## config.mk

```make
export PLATFORM = sky130hd
export DESIGN_NAME = spi_peripheral
export DESIGN_NICKNAME = d
export VERILOG_FILES = /design/src/rtl/spi_peripheral_pkg.sv /design/src/rtl/spi_sync_edge.sv /design/src/rtl/spi_peripheral.sv
export SDC_FILE = /design/constraint.sdc
export NUM_CORES = 1
export LEC_CHECK = 0
export CORE_AREA = 2 2 62 123
export CTS_CLUSTER_SIZE = 10
export DETAILED_ROUTE_END_ITERATION = 6
export DIE_AREA = 0 0 64 125
export GPL_ROUTABILITY_DRIVEN = 0
export PLACE_DENSITY = 0.58
export SYNTH_ARGS = -nofsm -noshare
export SYNTH_HDL_FRONTEND = slang
export SYNTH_SLANG_ARGS = --single-unit
```

## constraint.sdc

```tcl
create_clock -name clk -period 2.81 [get_ports clk]
set_clock_uncertainty 0.1 [all_clocks]
set_input_delay 0.562 -clock clk [delete_from_list [all_inputs] [get_ports clk]]
set_output_delay 0.562 -clock clk [all_outputs]
set_load 0.02 [all_outputs]
```

## src/rtl/spi_peripheral_pkg.sv

```systemverilog
// Shared types and defaults for the SPI peripheral.
package spi_peripheral_pkg;

    localparam int SPI_WORD_BITS_DEFAULT = 8;

    typedef enum logic [1:0] {
        S_IDLE,
        S_SHIFT,
        S_DONE
    } spi_periph_state_t;

endpackage

```

## src/rtl/spi_sync_edge.sv

```systemverilog
// Multi-flop synchronizer for one asynchronous input, with single-cycle
// rise/fall strobes derived from the synchronized level.
module spi_sync_edge #(
    parameter int STAGES = 2
) (
    input  logic clk,
    input  logic rst,
    input  logic async_in,
    output logic level,
    output logic rise,
    output logic fall
);

    logic [STAGES-1:0] chain;
    logic              prev;

    // Synchronizer chain plus one history flop for edge detection.
    always_ff @(posedge clk or posedge rst) begin
        if (rst) begin
            chain <= '0;
            prev  <= 1'b0;
        end else begin
            chain <= {chain[STAGES-2:0], async_in};
            prev  <= chain[STAGES-1];
        end
    end

    assign level = chain[STAGES-1];
    assign rise  = level & ~prev;
    assign fall  = ~level & prev;

endmodule

```

## src/rtl/spi_peripheral.sv

```systemverilog
// SPI mode-0 responder, MSB first, oversampled in the clk domain.
// Received words go out on o_valid/o_ready; words to send arrive through a
// one-entry holding register on i_valid/i_ready.
//
// Handshakes: a transfer happens on a clk edge where valid && ready are both
// high; valid never waits for ready, and o_ready never stalls the SPI side.
module spi_peripheral
    import spi_peripheral_pkg::*;
#(
    parameter int WORD_BITS   = SPI_WORD_BITS_DEFAULT,
    parameter int SYNC_STAGES = 2
) (
    input  logic                             clk,
    input  logic                             rst,
    input  logic                             sclk,
    input  logic                             csb,
    input  logic                             mosi,
    output logic                             miso,
    output logic                             i_ready,
    input  logic                             i_valid,
    input  logic [WORD_BITS-1:0]             i_data,
    input  logic                             o_ready,
    output logic                             o_valid,
    output logic [WORD_BITS-1:0]             o_data,
    output logic                             frame_done,
    output logic                             underrun,
    output logic                             overrun,
    output logic                             mode_err,
    output logic [$clog2(WORD_BITS+1)-1:0]   bit_counter
);

    localparam int CNT_W = $clog2(WORD_BITS + 1);

    spi_periph_state_t state, state_next;

    logic sclk_s, sclk_rise, sclk_fall;
    logic csb_s, csb_rise, csb_fall;
    logic mosi_s;
    logic [1:0] mosi_edges_unused;

    logic [WORD_BITS-1:0] rx_shift;
    logic [WORD_BITS-1:0] tx_shift;
    logic [WORD_BITS-1:0] hold_data;
    logic                 tx_empty;   // current tx word was loaded as filler zeros

    logic start, abort, rx_en, load_tx, shift_tx, word_done;

    spi_sync_edge #(.STAGES(SYNC_STAGES)) u_sync_sclk (
        .clk(clk), .rst(rst), .async_in(sclk),
        .level(sclk_s), .rise(sclk_rise), .fall(sclk_fall)
    );

    spi_sync_edge #(.STAGES(SYNC_STAGES)) u_sync_csb (
        .clk(clk), .rst(rst), .async_in(csb),
        .level(csb_s), .rise(csb_rise), .fall(csb_fall)
    );

    spi_sync_edge #(.STAGES(SYNC_STAGES)) u_sync_mosi (
        .clk(clk), .rst(rst), .async_in(mosi),
        .level(mosi_s), .rise(mosi_edges_unused[0]), .fall(mosi_edges_unused[1])
    );

    // A word is complete the cycle after its last bit was sampled.
    assign word_done = (state == S_SHIFT) && (bit_counter == CNT_W'(WORD_BITS));

    // FSM state register.
    always_ff @(posedge clk or posedge rst) begin
        if (rst) state <= S_IDLE;
        else     state <= state_next;
    end

    // Next state and per-cycle datapath controls; csb_rise beats sclk strobes.
    always_comb begin
        state_next = state;
        start      = 1'b0;
        abort      = 1'b0;
        rx_en      = 1'b0;
        load_tx    = 1'b0;
        shift_tx   = 1'b0;
        case (state)
            S_IDLE: begin
                if (csb_fall) begin
                    state_next = S_SHIFT;
                    start      = 1'b1;
                    load_tx    = 1'b1;
                end
            end
            S_SHIFT: begin
                if (csb_rise) begin
                    state_next = S_DONE;
                    abort      = 1'b1;
                end else begin
                    rx_en = sclk_rise;
                    if (sclk_fall) begin
                        if (bit_counter == '0) load_tx  = 1'b1;
                        else                   shift_tx = 1'b1;
                    end
                end
            end
            S_DONE:  state_next = S_IDLE;
            default: state_next = S_IDLE;
        endcase
    end

    // Bit counter and receive shifter.
    always_ff @(posedge clk or posedge rst) begin
        if (rst) begin
            bit_counter <= '0;
            rx_shift    <= '0;
        end else begin
            if (start || abort || word_done) bit_counter <= '0;
            else if (rx_en)                  bit_counter <= bit_counter + CNT_W'(1);
            if (rx_en) rx_shift <= {rx_shift[WORD_BITS-2:0], mosi_s};
        end
    end

    // Transmit shifter and holding register. Filler zeros are loaded at every
    // word boundary when nothing is held; underrun is only flagged once the
    // controller actually clocks such a word, so the trailing sclk fall at the
    // end of a frame does not raise a false underrun.
    always_ff @(posedge clk or posedge rst) begin
        if (rst) begin
            tx_shift  <= '0;
            tx_empty  <= 1'b0;
            hold_data <= '0;
            i_ready   <= 1'b1;
            underrun  <= 1'b0;
        end else begin
            if (load_tx) begin
                if (!i_ready) begin
                    tx_shift <= hold_data;
                    tx_empty <= 1'b0;
                    i_ready  <= 1'b1;
                end else begin
                    tx_shift <= '0;
                    tx_empty <= 1'b1;
                end
            end else if (shift_tx) begin
                tx_shift <= {tx_shift[WORD_BITS-2:0], 1'b0};
            end
            if (i_valid && i_ready) begin
                hold_data <= i_data;
                i_ready   <= 1'b0;
            end
            if (rx_en && bit_counter == '0 && tx_empty) underrun <= 1'b1;
        end
    end

    // Receive output port, overrun and mode error flags.
    always_ff @(posedge clk or posedge rst) begin
        if (rst) begin
            o_valid  <= 1'b0;
            o_data   <= '0;
            overrun  <= 1'b0;
            mode_err <= 1'b0;
        end else begin
            if (word_done) begin
                o_data  <= rx_shift;
                o_valid <= 1'b1;
                if (o_valid && !o_ready) overrun <= 1'b1;
            end else if (o_ready) begin
                o_valid <= 1'b0;
            end
            if (start && sclk_s) mode_err <= 1'b1;
        end
    end

    assign frame_done = (state == S_DONE);
    assign miso       = (state == S_SHIFT) ? tx_shift[WORD_BITS-1] : 1'b0;

endmodule

```

Word level (Yosys, flattened, before mapping)
Cells that the tools add are included.
{"block": "op_classes", "div_mod_pow": 0, "magnitude_cmp": 0, "shift": 0, "n_reduce_logical": 17, "n_eq_ne": 5, "addsub": 1, "muxes": 28, "bitwise": 8, "mul": 0}
{"cell": "$mux W8", "count": 3}
{"cell": "$mux W1", "count": 19}
{"cell": "$mux W4", "count": 2}
{"cell": "$reduce_bool A2 Y1", "count": 4}
{"cell": "$logic_and A1 B1 Y1", "count": 6}
{"cell": "$add A4 B1 Y4 const B", "count": 1}
{"cell": "$and A1 B1 Y1", "count": 4}
{"cell": "$eq A4 B4 Y1 const B", "count": 1}
{"cell": "$logic_not A4 Y1", "count": 1}
{"cell": "$mux W2", "count": 2}
{"cell": "$ne A2 B2 Y1 const B", "count": 2}
{"cell": "$not A1 Y1", "count": 4}
{"cell": "$pmux W2 S2", "count": 1}
{"cell": "$reduce_and A2 Y1", "count": 2}
{"cell": "$eq A2 B1 Y1 const B", "count": 1}
{"cell": "$eq A2 B2 Y1 const B", "count": 1}
{"cell": "$logic_not A2 Y1", "count": 1}
{"cell": "$logic_or A1 B1 Y1", "count": 2}
{"cell": "$pmux W1 S2", "count": 1}
{"cell": "$logic_not A1 Y1", "count": 1}
{"block": "totals", "output_inout_bits": 19, "register_bits": 52, "mem_bits_ro": 0, "ram_bits": 0, "mem_count": 0, "latchBits": 0}

Longest topological paths before layout
{"block": "depth", "word_depth": 7, "depth_mapped": 7, "mapped_depth_nobuf": 6}

Cells and area by module
From an unflattened synthesis, not the netlist that was laid out.
{"block": "hier_totals", "hier_cells": 157, "area_unflattened_um2": 2234.6}
{"module": "spi_peripheral", "seq_area_each_um2": 1102.3, "area_each_um2": 1953.1, "instances": 1, "cells_each": 139}
{"module": "spi_sync_edge", "seq_area_each_um2": 75.1, "area_each_um2": 93.8, "instances": 3, "cells_each": 6}

Worst setup path after synthesis
No wires, ideal clock.
{"block": "synth_timing", "path_kind": "flip-flop to flip-flop", "startpoint": "register bit_counter[0]", "endpoint": "register tx_empty", "required_ns": 2.585, "path_slack_ns": 0.929, "arrival_time_ns": 1.656, "period_less_slack_ns": 1.881, "path_stages_with_launch": 7, "cell_sequence": "dfrtp_1 inv_1 ha_1 nor3b_2 a41o_2 nand2_4 mux2_4"}
{"block": "synth_between", "elab_chain_cells": 5}
{"element": "from (decl)", "line": "spi_peripheral.sv:29", "source": "output logic [$clog2(WORD_BITS+1)-1:0] bit_counter"}
{"element": "from (signal assigned)", "line": "spi_peripheral.sv:112", "source": "else if (rx_en) bit_counter <= bit_counter + CNT_W'(1);"}
{"element": "$logic_not A4 Y1", "line": "spi_peripheral.sv:95", "source": "if (bit_counter == '0) load_tx = 1'b1;"}
{"element": "$mux W1", "line": "spi_peripheral.sv:95"}
{"element": "$mux W1", "line": "spi_peripheral.sv:94", "source": "if (sclk_fall) begin"}
{"element": "$mux W1", "line": "spi_peripheral.sv:89", "source": "if (csb_rise) begin"}
{"element": "$pmux W1 S2", "line": "spi_peripheral.sv:80", "source": "case (state)"}
{"element": "to (signal assigned)", "line": "spi_peripheral.sv:124", "source": "tx_empty <= 1'b0;"}
{"element": "to (signal assigned)", "line": "spi_peripheral.sv:132", "source": "tx_empty <= 1'b0;"}
{"element": "to (signal assigned)", "line": "spi_peripheral.sv:136", "source": "tx_empty <= 1'b1;"}
{"element": "to (decl)", "line": "spi_peripheral.sv:44", "source": "logic tx_empty;"}
Every way passes these cells.
A chain may end at the register's enable or synchronous reset.

Worst setup path in the final report
{"block": "layout_timing", "startpoint": "register state[1]", "endpoint": "output port miso"}
{"block": "layout_between", "elab_chain_cells": 2}
{"element": "from (decl)", "line": "spi_peripheral.sv:34", "source": "spi_periph_state_t state, state_next;"}
{"element": "from (signal assigned)", "line": "spi_peripheral.sv:69", "source": "else state <= state_next;"}
{"element": "$eq A2 B1 Y1", "line": "spi_peripheral.sv:169", "source": "assign miso = (state == S_SHIFT) ? tx_shift[WORD_BITS-1] : 1'b0;"}
{"element": "$mux W1", "line": "spi_peripheral.sv:169"}
{"element": "to (decl)", "line": "spi_peripheral.sv:18", "source": "output logic miso,"}
Every way passes these cells.

==> results.py <==
metrics = {
    "clocking": {
        "h-tree-depth": 2,
        "root_buffer": "clkbuf_16",
        "cts_inserted_buffers": 5,
        "clk_latency_ps": 290,
        "cts_resized": 0,
        "hold_buffers": 0,
        "cts_tree": "built",
        "clk_pin_slew_ps": 70,
        "cts_setup_buffers": 0,
        "clock_path_buffers": 2,
        "cts.sinks": 52,
    },
    "place": {
        "port-buffer-count": 33,
        "dp_slack_ps": 725.9,
        "place_hpwl_um": 2435,
        "placedCellCount": 272,
    },
    "timing": {
        "layout_min_cycle_time_ps": 2404,
        "max_freq_mhz": 415.9,
        "slew_violations": 0,
        "tns_ps": 0,
        "setup_viol": 0,
        "hold_violations": 0,
        "final.setup.worst_slack_ps": 405.7,
        "slew_headroom": 0.5962,
        "worst_slew_pin_slew_ps": 602.5,
        "post-route-period-util": 0.8556,
        "rsz0062_at_grt": "no",
    },
    "detailed_routing": {
        "drtIter0Drc": 32,
        "viasPerCell": 4.364,
        "ant_nets": 0,
        "dr.pass1.iters": 4,
        "dr_total_vias": 1222,
        "wl_per_cell_um": 11.75,
        "routed_wl_um": 3289,
        "drc": 0,
    },
    "setup_path": {
        "cp_cell_sequence": "and2b_4 -> and2_1 -> clkdlybuf4s50_1",
        "critical_path_arrival_ps": 1740,
        "crit_family": "buffers and inverters",
        "worstSetupStartpointType": "register",
        "cpPeakStageDelay_ps": 600,
        "path_buf_inv": 1,
        "required_ps": 2150,
        "cp_max_fo": 8,
        "crit_slowest_cell": "clkdlybuf4s50_1",
        "worstSetupPathType": "register to output pin",
        "worst_setup_path_end_kind": "output pin",
    },
    "finish": {
        "final_nets": 204,
        "area_growth_pct": 28.31,
        "register_area_um2": 1303,
        "drive_gt1_frac": 0.2287,
        "antenna_cells": 0,
        "final-instance-count-excl-fill": 280,
        "multi_input_area_um2": 778.2,
        "fillers": 677,
    },
    "synth": {
        "async_flop_share": 1.000,
        "ys_ff_latch": 52,
        "synthFlopType": "dfrtp_1",
        "synthTopCellsByArea": "dfrtp_1 (60%), mux2_2 (13%), mux2i_1 (8.0%)",
        "synth.top_cell.area_share": 0.6004,
        "synth_fp_nets": 166,
        "netlist-cell-type-count": 30,
        "yosysTopAreaCell": "dfrtp_1",
        "synth_area_per_cell_um2": 14.27,
        "synth_most_common_cell": "dfrtp_1",
        "syn_area_um2": 2126,
        "seq_area_frac_synth": 0.6127,
        "synthTopCellsByCount": "dfrtp_1 (51), mux2_2 (24), mux2i_1 (17)",
        "synth_edf_count": 0,
        "syn-instance-count": 149,
        "yosys_warnings": 0,
    },
    "global_route": {
        "track_usage": 0.09348,
        "grt_start_max_net_pins": 24,
        "grt_pass1_wl_um": 5934,
        "antenna_found_initial": 0,
        "grt_pass1_vias": 1270,
        "grt_overflow": 0,
    },
    "pwr": {
        "powerDensity_nw_per_um2": 782.0,
        "ir_worst_vdd_mv": 0.3746,
        "power.leakage_nw": 1.291,
    },
    "floorplan": {
        "io_pins": 34,
        "row_count": 44,
        "dieArea_um2": 8000,
        "dieWidth_um": 64,
        "die_h_um": 125,
        "core_area_um2": 7102,
        "initial_core_util": 0.2993,
    },
    "job": {
        "drv_cap": 0,
    },
    "run_status": {
        "status": "finished, final reports clean",
    },
    "min_path": {
        "hold_path.class": "register to register",
    },
}
-- through the flow --
stage,hold WS [ps],utilization,total power (W),cell area (µm²)
detailed placement,237.1,0.3599,0.001472,2556
global placement,235.5,0.3599,0.001458,2556
CTS,252.3,0.3841,0.002169,2728
global route,257.6,0.3841,0.002271,2728
floorplan,231.2,-,0.001334,2126
finish,250.1,0.3841,0.002133,2728
-- sequential cells by signal, indices dropped and copies added, names as in the netlist --
name / count
overrun: 1
u_sync_csb.chain: 2
u_sync_sclk.chain: 2
tx_shift: 8
o_valid: 1
u_sync_csb.prev: 1
state: 2
u_sync_mosi.chain: 2
o_data: 8
rx_shift: 8
u_sync_sclk.prev: 1
bit_counter: 4
tx_empty: 1
underrun: 1
mode_err: 1
hold_data: 8
i_ready: 1
-- path summary, 6_finish.rpt --
check	from	endpoint	slack, ps	depth (start not counted)
worst max-delay path	state[1]	miso	410	3
worst min-delay path	u_sync_mosi.chain[0]	u_sync_mosi.chain[1]	250	0
worst max register to register	bit_counter[0]	tx_shift[2]	800	6
worst min register to register	u_sync_mosi.chain[0]	u_sync_mosi.chain[1]	250	0
max in group asynchronous	rst	i_ready	1640	3
min in group asynchronous	rst	o_valid	400	2
-- where the power goes --
part / switching, W / internal (W) / total (W)
clock network: 0.000264 / 0.000423 / 0.000687
logic: 0.000161 / 0.000243 / 0.000404
registers: 0.000112 / 0.000930 / 0.00104
total: 0.000537 / 0.00160 / 0.00213
-- layout by cell type (no fill, tap or decap), types with 3 or more instances in the layout --
cell             Yosys  layout
mux2_2              24      24
clkdlybuf4s50_1      0      33
clkbuf_16            0       5
nand2b_1            10      10
mux2i_1             17      17
inv_1                4       3
nor2b_1              4       4
nor2_1               6       6
nand2_1              3       3
dfrtp_1             51      51
-- logic make-up (layout without fill, tap and decap cells) --
group / after synthesis / count (layout) / synth area share
adders and majority gates: 2 / 2 / 0.01177
xor gates and xnor gates: 3 / 3 / 0.01236
and+or+nand+nor: 35 / 35 / 0.1036
buffers and inverters: 8 / 47 / 0.02118
muxes: 42 / 42 / 0.2142
AOI/OAI and AO/OA: 7 / 7 / 0.02413
DFF: 52 / 52 / 0.6127
-- cell type report --
class	instances	share of cell area
clock buffers	5	0.04587
inverters	4	0.005505
well taps	92	0.04220
clock inverters	3	0.01697
repair buffers	35	0.1266
multi-input cells	89	0.2853
flip-flops and latches	52	0.4775
-- per-layer routing --
metal  routed length (µm)  global-route usage
met5                    0                   0
met4                   69             0.04220
met2                 1656              0.1489
met3                  130             0.02698
met1                 1433              0.1157
Power figures use the tool's default switching activity.
